$ cat config.mk
export PLATFORM = sky130hd
export DESIGN_NAME = mod_counter
export DESIGN_NICKNAME = d
export VERILOG_FILES = /design/src/rtl/mod_counter_pkg.sv /design/src/rtl/mod_counter_tick_prescaler.sv /design/src/rtl/mod_counter.sv
export SDC_FILE = /design/constraint.sdc
export NUM_CORES = 1
export LEC_CHECK = 0
export ABC_CLOCK_PERIOD_IN_PS = 4400
export BUFFER_PORTS_ARGS = -buffer_cell sky130_fd_sc_hd__buf_4
export CAP_MARGIN = 20
export CORE_ASPECT_RATIO = 0.8
export CORE_MARGIN = 5
export CORE_UTILIZATION = 50
export DETAILED_ROUTE_END_ITERATION = 7
export GPL_TIMING_DRIVEN = 1
export PLACE_DENSITY = 0.74
export SKIP_LAST_GASP = 1
export SLEW_MARGIN = 20
export SYNTH_ARGS = -nofsm -noshare
export SYNTH_HDL_FRONTEND = slang
export SYNTH_SLANG_ARGS = --single-unit
$ cat constraint.sdc
create_clock -name clk -period 4.4 [get_ports clk]
set_input_delay 0.44 -clock clk [delete_from_list [all_inputs] [get_ports clk]]
set_output_delay 0.44 -clock clk [all_outputs]
set_load 0.01 [all_outputs]
$ cat src/rtl/mod_counter_pkg.sv
// Shared types for mod_counter: counting modes and run/done state.
package mod_counter_pkg;

  typedef enum logic [1:0] {
    MODE_WRAP    = 2'd0,
    MODE_SAT     = 2'd1,
    MODE_ONESHOT = 2'd2,
    MODE_RSVD    = 2'd3
  } mode_e;

  typedef enum logic {
    ST_RUN  = 1'b0,
    ST_DONE = 1'b1
  } state_e;

endpackage

$ cat src/rtl/mod_counter_tick_prescaler.sv
// tick_prescaler: counts enabled cycles 0..div, tick asserted while count equals div.
// Instantiated by mod_counter only when MODCNT_PRESCALE_EN is defined.
module tick_prescaler #(
  parameter int unsigned PRESCALE_W = 8
) (
  input  logic                  clk,
  input  logic                  reset,
  input  logic                  enable,
  input  logic                  restart,
  input  logic [PRESCALE_W-1:0] div,
  output logic                  tick
);

  logic [PRESCALE_W-1:0] count;

  assign tick = (count == div);

  // >= rather than == so a div lowered below the running count recovers at once
  always_ff @(posedge clk or negedge reset) begin
    if (!reset) begin
      count <= '0;
    end else if (restart) begin
      count <= '0;
    end else if (enable) begin
      count <= (count >= div) ? '0 : count + PRESCALE_W'(1);
    end
  end

endmodule

$ cat src/rtl/mod_counter.sv
// mod_counter: up/down counter with WRAP/SAT/ONESHOT modes, clear/load and a tc pulse.
// Optional step prescaler is built in when MODCNT_PRESCALE_EN is defined.
module mod_counter
  import mod_counter_pkg::*;
#(
  parameter int unsigned WIDTH      = 16,
  parameter int unsigned PRESCALE_W = 8
) (
  input  logic                  clk,
  input  logic                  reset,
  input  logic                  enable,
  input  logic                  clear,
  input  logic                  load,
  input  logic [WIDTH-1:0]      load_value,
  input  logic                  up,
  input  logic [1:0]            mode,
  input  logic [WIDTH-1:0]      top,
  input  logic [PRESCALE_W-1:0] prescale_div,
  output logic [WIDTH-1:0]      value,
  output logic                  tc,
  output logic                  done
);

  state_e           state, state_nxt;
  mode_e            mode_q;
  logic [WIDTH-1:0] value_nxt;
  logic             tc_nxt;
  logic             tick;
  logic             step;
  logic             wrap_mode;

`ifdef MODCNT_PRESCALE_EN
  tick_prescaler #(
    .PRESCALE_W(PRESCALE_W)
  ) u_prescaler (
    .clk    (clk),
    .reset  (reset),
    .enable (enable),
    .restart(clear | load),
    .div    (prescale_div),
    .tick   (tick)
  );
`else
  logic unused_prescale;
  assign unused_prescale = ^prescale_div;
  assign tick            = 1'b1;
`endif

  assign mode_q    = mode_e'(mode);
  assign wrap_mode = (mode_q == MODE_WRAP) || (mode_q == MODE_RSVD);
  assign step      = enable && tick && (state == ST_RUN);
  assign done      = (state == ST_DONE);

  always_comb begin
    value_nxt = value;
    tc_nxt    = 1'b0;
    state_nxt = state;
    if (clear) begin
      value_nxt = '0;
      state_nxt = ST_RUN;
    end else if (load) begin
      value_nxt = load_value;
      state_nxt = ST_RUN;
    end else if (step) begin
      // tc only when the step actually moved (or wrapped) onto the terminal
      if (up) begin
        if (value < top) begin
          value_nxt = value + WIDTH'(1);
        end else if (wrap_mode) begin
          value_nxt = '0;
        end
        tc_nxt = ((value < top) || wrap_mode) && (value_nxt == top);
      end else begin
        if (value != '0) begin
          value_nxt = value - WIDTH'(1);
        end else if (wrap_mode) begin
          value_nxt = top;
        end
        tc_nxt = ((value != '0) || wrap_mode) && (value_nxt == '0);
      end
      if (tc_nxt && (mode_q == MODE_ONESHOT)) begin
        state_nxt = ST_DONE;
      end
    end
  end

  always_ff @(posedge clk or negedge reset) begin
    if (!reset) begin
      state <= ST_RUN;
    end else begin
      state <= state_nxt;
    end
  end

  always_ff @(posedge clk or negedge reset) begin
    if (!reset) begin
      value <= '0;
      tc    <= 1'b0;
    end else begin
      value <= value_nxt;
      tc    <= tc_nxt;
    end
  end

endmodule

Yosys cells after proc, flatten, opt, wreduce, memory -nomap -nowiden
Index checks and enable logic that the tools add are counted.
- register bits: 18
- input port bits: 48
- output and inout port bits: 18
- word-level logic and storage cells: 50
- $add $sub $neg: 2
- $lt $le $gt $ge: 1
- equal/unequal tests: 3
- mux-type cells: 27
- bitwise operators: 1
- reduce and logical (&&, ||, !) cells: 13
- operator list (cell ; number):
    16-bit 2-to-1 mux ; 16
    16-bit by 1-bit adder with 16-bit output (second input constant) ; 1
    16-bit == test ; 1
    16-bit logical NOT ; 1
    16-bit < comparator ; 1
    16-bit nonzero test ; 1
    16-bit by 1-bit subtractor with 16-bit output (second input constant) ; 1
    1-bit 2-to-1 mux ; 11
    3-bit nonzero test ; 2
    2-bit == test (second input constant) ; 2
    1-bit logical AND ; 4
    1-bit logical OR ; 3
    2-bit logical NOT ; 1
    2-bit AND reduction ; 1
    1-bit inverter ; 1

Depth between registers and ports, before layout
- depth after elaboration: 19
- mapped depth: 13
- mapped depth without buffers: 11

Worst setup path after synthesis
Ideal clock, no wire load.
- path type: register to register
- from: reg value[0]
- to: reg state, in the netlist done
- setup time: 0.125 ns
- arrival: 3.240 ns
- data required time: 4.275 ns
- setup slack: 1.035 ns
- stages on the path, launching flop included: 12
- buffers on the path: 1
- clock period less this slack: 3.365 ns
- cells stage by stage: dfrtp_1 buf_1 inv_1 ha_1 or4b_1 or3_1 o41a_1 a211oi_1 nand4_1 nor4_1 a31oi_1 a2111oi_0
- longest elaborated chain between the ends: 15
- elaborated cells on any way between the ends: 29
- classes of those cells: add/sub (2); order compare (1); eq/ne (1); mux (16); reduce/logical (9)
- RTL lines (item ; line ; RTL):
    start: declaration ; mod_counter.sv:19 ; output logic [WIDTH-1:0] value,
    start signal: assignment ; mod_counter.sv:100 ; value <= value_nxt;
    16-bit by 1-bit adder with 16-bit output, or another cell as far along ; mod_counter.sv:68 ; value_nxt = value + WIDTH'(1);
    16-bit 2-to-1 mux (on tied branches) ; mod_counter.sv:67, mod_counter.sv:74 ;
    16-bit 2-to-1 mux ; mod_counter.sv:66 ; if (up) begin
    16-bit 2-to-1 mux ; mod_counter.sv:64 ; end else if (step) begin
    16-bit 2-to-1 mux ; mod_counter.sv:61 ; end else if (load) begin
    16-bit 2-to-1 mux ; mod_counter.sv:58 ; if (clear) begin
    16-bit == test or 16-bit logical NOT (tied branches) ; mod_counter.sv:72, mod_counter.sv:79 ;
    1-bit logical AND (on tied branches) ; mod_counter.sv:72, mod_counter.sv:79 ;
    1-bit 2-to-1 mux * ; mod_counter.sv:66 ;
    1-bit 2-to-1 mux * ; mod_counter.sv:64 ;
    1-bit 2-to-1 mux * ; mod_counter.sv:61 ;
    1-bit 2-to-1 mux * ; mod_counter.sv:58 ;
    1-bit logical AND * ; mod_counter.sv:81 ; if (tc_nxt && (mode_q == MODE_ONESHOT)) begin
    3-bit nonzero test (no source line) * ; - ;
    2-bit AND reduction (no source line) * ; - ;
    end signal: assignment ; mod_counter.sv:91 ; state <= state_nxt;
    end: declaration ; mod_counter.sv:24 ; state_e state, state_nxt;
Every way passes the cells marked *; elsewhere a longest branch is shown, timed or not. The select of a mux whose other input is x is not followed.
A chain may end at the register's enable or synchronous reset.

Worst setup path after layout
Same ends and word-level chain as after synthesis.

==> run summary <==
Crit path max-delay family -> compound AO/OA/AOI/OAI gates
fin crit share -> 0.911
Port Buffers -> 57
Internal -> 473 uW
Longest Clk Path Bufs -> 2
via count -> 3903
yosys warns -> 0
CP startpoint kind -> register
Critical Path RT -> 4.55 ns
worst path arrival time -> 4.16 ns
Post-synth top flop -> dfrtp_1
EDFF count, synth -> 0
VDD IR max -> 147 uV
standard-cell rows -> 25
CP cell instances -> nand2b_1 > a2111o_1 > a32oi_1 > nand2_1 > buf_4 > a21oi_1 > a211oi_1 > nor4_1 > nand4b_1 > a2111oi_0
fin nets -> 564
number of global-route vias before repair -> 3623
hold-fix buffers at CTS -> 0
height of the die -> 80.4 um
cell area after synthesis -> 0.00309 mm2
WP buf/inv -> 1
final instance area -> 0.00375 mm2
Max Cap Viol -> 0
first-pass GRT wire length -> 20.0 mm
Worst Max-Slew Pin Slew -> 0.791 ns
Max Slew Vio Count -> 0
outcome -> finished, final reports clean
max-slew headroom at the worst pin -> 0.472
n_diodes -> 0
power density cells -> 239 mW/mm2
Worst Hold Class -> in -> async
Comb pwr share -> 0.598
Pre-Repair DR Iteration Count -> 5
Fin Setup TNS -> 0 ns
total grt overflow -> 0
syn avg cell area -> 7.02 um2
post-synthesis sequential area ratio -> 0.146
CTS tree -> built
critical path's slowest cell -> nor4_1
Initial Util -> 0.518
worst hold margin -> 0.0236 ns
die width -> 98.0 um
clock skew -> 0.0122 ns
post-synthesis cell count -> 441
DP Worst Slack -> 0.392 ns
slowest stage delay, CP -> 0.61 ns
htree depth -> 1
final WL -> 12.9 mm
Sw Pwr -> 424 uW
critical path class -> reg -> reg
CP endpoint kind -> register
library cells used by synthesis -> 65
cts repair resizes -> 0
Wirelength per Cell -> 22.3 um
P&R area growth vs syn -> 21.1%
syn_nets -> 508
flops & latches, synth -> 18
Fmax -> 0.249 GHz
Tmin final -> 4.01 ns
Post-Place Cell Area -> 0.00368 mm2
initial antenna violation count -> 0
Final Hold Vio Count -> 0
vias per cell -> 6.76
Clk network pwr share -> 0.174
antenna-violating nets left -> 0
RSZ-0062 raised after global routing -> no
core area -> 0.00597 mm2
Critical Path Fanout Max -> 15
static leakage -> 1.56 nW
Async SR Flop Fraction -> 1.00
layout cells sized above 1 -> 0.210
most common cell after layout, fill and taps aside -> buf_4
later-pin clock latency in the skew report -> 0.28 ns
CTS clock-pin slew for the worst setup and hold paths -> 0.10 ns
Post-CTS Setup Inserts -> 0
Sink Count -> 18
post-route setup slack -> 0.390 ns
drt initial violations -> 480
largest net degree at the start of global routing -> 36
clock buffer count from CTS -> 3
Switching Share -> 0.473
Reg power frac -> 0.228
Root Buffer -> clkbuf_8
most frequent cells in the layout -> buf_4 (82), nand2_1 (44), a21oi_1 (38)
RePlAce Congestion -> 1.05
Final Power -> 897 uW
endpoints failing setup -> 0
Detailed Place HPWL -> 10.0 mm
die area -> 0.00787 mm2
global-route total usage across every layer -> 0.325
Residual DRC -> 0
io pins -> 66
[stage by stage]
stage                util  std cells
floorplan               -        441
global placement    0.617        573
detailed placement  0.617        573
CTS                 0.626        577
global route        0.627        577
finish              0.627        577
[power groups by stage]
| stage | clock network, mW | registers (mW) | logic, mW |
|---|---|---|---|
| after global routing | 0.165 | 0.207 | 0.580 |
| after floorplan | 0 | 0.203 | 0.328 |
| final | 0.156 | 0.205 | 0.536 |
| after CTS | 0.156 | 0.203 | 0.521 |
| after global placement | 0 | 0.206 | 0.511 |
| after detailed placement | 0 | 0.207 | 0.517 |
[synthesized netlist by cell type (3+ instances only)]
master,count,area (um2)
a21oi_1,38,190
a211oi_1,18,135
o21ai_0,31,155
xor2_1,4,35.0
nand3_1,17,85.1
and3_1,4,25.0
a2111oi_0,4,35.0
a311oi_1,3,26.3
ha_1,19,238
a31oi_1,6,37.5
a22o_1,4,35.0
and2_1,4,25.0
nand4_1,11,68.8
nor4_1,6,37.5
o211ai_1,6,45.0
or2_2,4,25.0
o31ai_1,5,37.5
nor2_1,28,105
o221ai_1,4,35.0
or4_1,3,22.5
clkbuf_1,28,105
nand2b_1,8,50.1
or3_1,8,50.1
mux2_2,4,45.0
nand2_1,44,165
xnor2_1,15,131
a21o_1,5,37.5
inv_1,27,101
dfrtp_1,18,450
a41oi_1,3,26.3
and4_1,4,35.0
a22oi_1,4,30.0
nor3_1,8,40.0
[routing by layer]
layer	GRT usage	wire length, um	vias up
met5	0	0	-
met4	0.0705	360	0
met3	0.0668	1650	33
met2	0.520	5490	290
met1	0.451	5390	1799
li1	-	-	1781
[state kept, by name, summed over array words and instances, names as in the netlist]
register and flops:
done 1, tc 1, value 16
[area by class of cell]
| type | count | area (um2) |
|---|---|---|
| sequential | 18 | 450 |
| inverter | 27 | 101 |
| tap | 81 | 101 |
| fill | 571 | 2230 |
| timing repair buffer | 82 | 616 |
| clock buffer | 4 | 55.1 |
| multi-input combinational | 365 | 2420 |
[logic make-up after synthesis]
kind of cell / Yosys count / share of synthesized area
simple gates: 166 / 0.290
compound gates: 155 / 0.338
mux: 6 / 0.0210
xor+xnor: 19 / 0.0538
flops: 18 / 0.146
fa+ha+maj: 19 / 0.0768
buf+inv: 58 / 0.0752
[path summary, 6_finish.rpt]
check                      slack, ns  cells past startpoint            startpoint                    end
max                             0.39                     10  value[0]$_DFFE_PN0P_       done$_DFFE_PN0P_
min                             0.02                      1                 reset   value[0]$_DFFE_PN0P_
max reg2reg                     0.39                     10  value[0]$_DFFE_PN0P_       done$_DFFE_PN0P_
min reg2reg                     0.62                      2  value[1]$_DFFE_PN0P_   value[1]$_DFFE_PN0P_
max in group asynchronous       4.15                      1                 reset  value[13]$_DFFE_PN0P_
min in group clk                0.38                      2                 clear       done$_DFFE_PN0P_
Note: power is estimated with default switching activity, not from simulation.
